**src/rtl/if_stage_fetch.sv**
```systemverilog
// rtl/if_stage_fetch.sv - instruction fetch stage with PC, single-outstanding imem request and IF/ID register
module if_stage_fetch #(
    parameter int                ADDR_W    = 32,
    parameter int                DATA_W    = 32,
    parameter logic [ADDR_W-1:0] RESET_PC  = '0,
    parameter logic [DATA_W-1:0] NOP_INSTR = '0
) (
    input  logic              clk,
    input  logic              rst_n,
    input  logic              hazard,
    input  logic              branch_taken,
    input  logic [ADDR_W-1:0] branch_addr,
    output logic              imem_req,
    output logic [ADDR_W-1:0] imem_addr,
    input  logic [DATA_W-1:0] imem_rdata,
    input  logic              imem_rvalid,
    output logic              id_valid,
    output logic [ADDR_W-1:0] id_pc,
    output logic [DATA_W-1:0] id_instr
);

    typedef enum logic [1:0] {S_ISSUE, S_WAIT, S_HOLD, S_KILL} state_t;

    state_t            state_q, state_d;
    logic [ADDR_W-1:0] pc_q, pc_d;
    logic [DATA_W-1:0] hold_q, hold_d;
    logic              id_valid_q, id_valid_d;
    logic [ADDR_W-1:0] id_pc_q, id_pc_d;
    logic [DATA_W-1:0] id_instr_q, id_instr_d;
    logic [ADDR_W-1:0] pc_plus4;

    assign pc_plus4 = pc_q + ADDR_W'(4);

    always_comb begin
        state_d    = state_q;
        pc_d       = pc_q;
        hold_d     = hold_q;
        id_valid_d = id_valid_q;
        id_pc_d    = id_pc_q;
        id_instr_d = id_instr_q;
        imem_req   = 1'b0;
        imem_addr  = pc_q;

        if (branch_taken) begin
            pc_d       = branch_addr;
            id_valid_d = 1'b0;
            id_pc_d    = '0;
            id_instr_d = NOP_INSTR;
            hold_d     = NOP_INSTR;
            // A request still in flight must be drained before refetching.
            state_d    = (state_q == S_WAIT && !imem_rvalid) ? S_KILL : S_ISSUE;
        end else begin
            case (state_q)
                S_ISSUE: begin
                    imem_req = 1'b1;
                    state_d  = S_WAIT;
                    if (!hazard) begin
                        id_valid_d = 1'b0;
                        id_instr_d = NOP_INSTR;
                    end
                end
                S_WAIT: begin
                    if (imem_rvalid) begin
                        if (hazard) begin
                            hold_d  = imem_rdata;
                            state_d = S_HOLD;
                        end else begin
                            id_valid_d = 1'b1;
                            id_instr_d = imem_rdata;
                            id_pc_d    = pc_plus4;
                            pc_d       = pc_plus4;
                            imem_req   = 1'b1;
                            imem_addr  = pc_plus4;
                        end
                    end else if (!hazard) begin
                        id_valid_d = 1'b0;
                        id_instr_d = NOP_INSTR;
                    end
                end
                S_HOLD: begin
                    if (!hazard) begin
                        id_valid_d = 1'b1;
                        id_instr_d = hold_q;
                        id_pc_d    = pc_plus4;
                        pc_d       = pc_plus4;
                        hold_d     = NOP_INSTR;
                        state_d    = S_ISSUE;
                    end
                end
                S_KILL: begin
                    if (imem_rvalid) begin
                        state_d = S_ISSUE;
                    end
                    if (!hazard) begin
                        id_valid_d = 1'b0;
                        id_instr_d = NOP_INSTR;
                    end
                end
                default: state_d = S_ISSUE;
            endcase
        end

        if (!rst_n) begin
            imem_req = 1'b0;
        end
    end

    always_ff @(posedge clk) begin
        if (!rst_n) begin
            state_q    <= S_ISSUE;
            pc_q       <= RESET_PC;
            hold_q     <= NOP_INSTR;
            id_valid_q <= 1'b0;
            id_pc_q    <= '0;
            id_instr_q <= NOP_INSTR;
        end else begin
            state_q    <= state_d;
            pc_q       <= pc_d;
            hold_q     <= hold_d;
            id_valid_q <= id_valid_d;
            id_pc_q    <= id_pc_d;
            id_instr_q <= id_instr_d;
        end
    end

    assign id_valid = id_valid_q;
    assign id_pc    = id_pc_q;
    assign id_instr = id_instr_q;

endmodule

```
**config.mk**
```make
export PLATFORM = sky130hd
export DESIGN_NAME = if_stage_fetch
export DESIGN_NICKNAME = d
export VERILOG_FILES = /design/src/rtl/if_stage_fetch.sv
export SDC_FILE = /design/constraint.sdc
export NUM_CORES = 1
export LEC_CHECK = 0
export CAP_MARGIN = 20
export CELL_PAD_IN_SITES_DETAIL_PLACEMENT = 1
export CELL_PAD_IN_SITES_GLOBAL_PLACEMENT = 1
export CORE_MARGIN = 3
export CORE_UTILIZATION = 30
export CTS_CLUSTER_DIAMETER = 50
export CTS_CLUSTER_SIZE = 10
export DETAILED_ROUTE_END_ITERATION = 7
export HOLD_SLACK_MARGIN = 0.03
export PLACE_DENSITY_LB_ADDON = 0.15
export SLEW_MARGIN = 20
export SYNTH_ARGS = -nofsm -noshare
export SYNTH_HDL_FRONTEND = slang
export SYNTH_SLANG_ARGS = --single-unit
```
**constraint.sdc**
```tcl
create_clock -name clk -period 2.9 [get_ports clk]
set_clock_uncertainty 0.05 [all_clocks]
set_input_delay 0.29 -clock clk [delete_from_list [all_inputs] [get_ports clk]]
set_output_delay 0.29 -clock clk [all_outputs]
set_load 0.005 [all_outputs]
```
==> results by group, run 1 <==
Floorplan
  – I/O pin cnt: around 170
  – Row count: 53
  – DIE AREA: 23,900 sq um
  – Total core area: around 21,000 sq um
  – Initial Util: 31.0%
  – Die Y: roughly 150 microns
  – Die width: 154 microns

STA
  – Max_slew headroom: 40.1%
  – Period utilization: 97.9%
  – RSZ-0062 raised after global routing: true
  – Minimum clock period: 2.84 ns
  – Final Max Tran Viols: 0
  – Worst Tran Pin Value: 0.893 ns
  – Hold Vio Cnt, Final: 0
  – Final setup fails: 0
  – Minimum hold slack: ~0.4 ns
  – Fin worst setup slack: 0.0603 ns
  – Max Clk Rate: 352 MHz

Final layout
  – Non-filler cells, final: between 1,000 and 1,500
  – Layout cells sized above 1: 16.6%
  – Post-route cell area: 9770 sq um
  – Commonest non-fill, non-tap cell in the layout: clkdlybuf4s50_1
  – Most frequent cells in the layout: clkdlybuf4s50_1 (145), dfxtp_1 (123), a21oi_1 (77)
  – Area Growth Syn to Fin: 47.8%
  – Nets: approximately 1,000

Pwr
  – VDD IR max: about 0.00035 V
  – Pleak: 0.00380 uW
  – Pwr dens: approximately 510 nW/um^2

Min path
  – Class of the worst hold path: reg -> reg

Drt
  – Vias: approximately 6,500
  – 1st-pass router iterations: 4
  – ANT nets after route: 0
  – Via-to-Cell Ratio: 5.20
  – DRT Wirelength: 23.3 mm
  – DRC violations left: 0
  – DR WL/cell: ~18 microns
  – Initial DRC count: 297

Placed design
  – Placed cell areas: ~8700 sq um
  – Worst slack at placement: ~0.19 ns
  – Post-DP HPWL: 15.2 mm
  – Placed Instances: 1,212
  – # port buffers: 166
  – GPL Wtd Cong: 0.791

Synth
  – Seq/Total Area, Yosys: around two fifths
  – Net Count, Synth: 879
  – Ys async rst share: 0%
  – Primary FF master, synth: dfxtp_1
  – Post-synthesis instance area: around 6600 sq um
  – Flops & latches, synth: about 130
  – Yosys warning total: 0
  – Synthesized instance count: 804
  – Post-synth EDFFs: 0
  – Syn_area_per_cell: 8.22 sq um
  – Yosys cell types: 56

Clock tree
  – Cts bufs inserted: 17
  – Maximum clock path buffer count: 2
  – # hold bufs at CTS: 0
  – CTS tree: yes
  – H-tree depth: 4
  – Reg clk slew, reported paths: 0.06 ns
  – Worst-Skew Late Latency: 0.42 ns
  – Sink Count: 131
  – Root Driver: clkbuf_16

Critical path
  – Data arrival, critical path: 2.50 ns
  – Critical Path RT: 2.56 ns
  – Crit Path Category: reg -> out
  – CP startpoint kind: flop
  – Worst setup EP type: output pin
  – Max FO, Critical Path: 3

Global routing
  – Tot GR Track Use: 19.1%
  – First-pass GRT wire length: around 37 mm
  – Initial antenna violation count: 2
  – Vias in the first global route: 6,720
  – Largest net degree at the start of global routing: just under 80
  – Overall overflow remaining after global route: 0

Outcome
  – Outcome: finished clean

Flow run
  – Max Cap Violations: 0
synthesized netlist by cell type (2+ instances only):
cell	instances	area [sq um]
nand4_2	2	25.0
mux2i_1	3	30.0
inv_1	8	30.0
a22oi_1	32	240
nor2_1	64	240
o211ai_1	2	15.0
o21ai_0	47	235
o211a_1	6	60.1
nand4_1	8	50.1
or3_1	3	18.8
nor2b_1	5	31.3
nor4_2	3	37.5
a22o_1	32	280
and3_1	3	18.8
a211oi_1	8	60.1
nand2_1	71	267
and2_1	3	18.8
a21oi_1	78	390
nand2b_1	5	31.3
nor3_1	20	100
ha_1	6	75.1
xor2_1	35	307
nand3_1	53	265
clkbuf_1	58	218
clkbuf_2	3	15.0
nor4_1	14	87.6
buf_2	15	75.1
and4_1	4	35.0
a311oi_1	2	17.5
dfxtp_1	131	2620
o311a_1	2	20.0
xnor2_1	45	394
buf_1	3	11.3
buf_4	6	45.0
nor3_2	3	30.0
final timing paths:
| check | slack, ns | depth (start not counted) | start | end |
|---|---|---|---|---|
| setup / recovery | 0.06 | 9 | pc_q[4] | imem_addr[29] |
| hold / removal | 0.40 | 2 | hold_q[21] | hold_q[21] |
| setup reg to reg | 0.46 | 8 | state_q[0] | hold_q[25] |
| hold reg to reg | 0.40 | 2 | hold_q[21] | hold_q[21] |
flip-flops by register name, summed over array words and instances, names as in the netlist, named ones only:
name      count
hold_q       32
id_instr     32
id_pc        32
pc_q         32
state_q       2
kinds of logic (layout without fill, tap and decap cells):
| kind of cell | count (synthesis) | count (layout) | share of synthesized area [%] |
|---|---|---|---|
| XOR/XNOR | 80 | 80 | 10.6 |
| flip-flops | 131 | 131 | 39.7 |
| AO/OA/AOI/OAI | 219 | 219 | 21.2 |
| other | 0 | 1 | 0 |
| adder cells (fa/ha/maj) | 6 | 6 | 1.14 |
| buffers and inverters | 95 | 275 | 6.19 |
| AND/OR/NAND/NOR | 270 | 270 | 20.8 |
| multiplexers | 3 | 3 | 0.454 |
stage by stage:
| step | total power, uW | TNS, ns | utilization (%) |
|---|---|---|---|
| finish | 5010 | 0 | 45.8 |
| global route | 5240 | -0.287 | 45.8 |
| CTS | 5080 | 0 | 44.7 |
| detailed placement | 2750 | 0 | 40.8 |
| global placement | 2750 | 0 | 40.8 |
| floorplan | 2350 | 0 | - |
routing by layer:
layer  vias to the layer above  GRT usage, %  routed length [microns]
met5                         -             0                       24
met4                         4          4.50                      367
met3                        31          5.96                     1310
met2                       149          31.0                    11000
met1                      3193          24.9                    10600
li1                       3171             -                        -
power by group:
part	switching, uW	internal, uW
Combinational	428	377
Clock	910	1380
Sequential	50.4	1870
Total	1390	3630
worst max-delay path, cell delays in order (launching register included):
cell and delay, ns:
dfxtp_1 0.35, nand4_1 0.14, buf_4 0.18, nor4_2 0.24, buf_4 0.16, buf_4 0.13, nand2_1 0.12, nor3_2 0.18
xor2_1 0.30, dlygate4sd2_1 0.28
timing repair:
action / 4_1_cts / 5_1_grt
resized for setup: 24 / 49
pin swaps: 8 / 17
endpoints found under the setup margin: 20 / 25
buffers inserted: 8 / 6
cloned: 1 / 0
final cells by class:
cell class	count	area, sq um
antenna	1	2.50
clock buffer	17	425
clock inverter	15	195
fill	2499	11600
inverter	9	33.8
multi-input combinational	578	3850
sequential	131	2630
tap	275	344
timing repair buffer	234	2290
No activity file was read; power rests on OpenSTA's default activity.
==> run 2, diff against run 1 <==
--- a/config.mk
+++ b/config.mk
@@ -13,7 +13,7 @@
 export CTS_CLUSTER_DIAMETER = 50
 export CTS_CLUSTER_SIZE = 10
 export DETAILED_ROUTE_END_ITERATION = 7
-export HOLD_SLACK_MARGIN = 0.03
+export HOLD_SLACK_MARGIN = 0.06
 export PLACE_DENSITY_LB_ADDON = 0.15
 export SLEW_MARGIN = 20
 export SYNTH_ARGS = -nofsm -noshare
==> results of run 2 <==
Same layout as run 1: the final DEF is identical, and so are final timing and power.
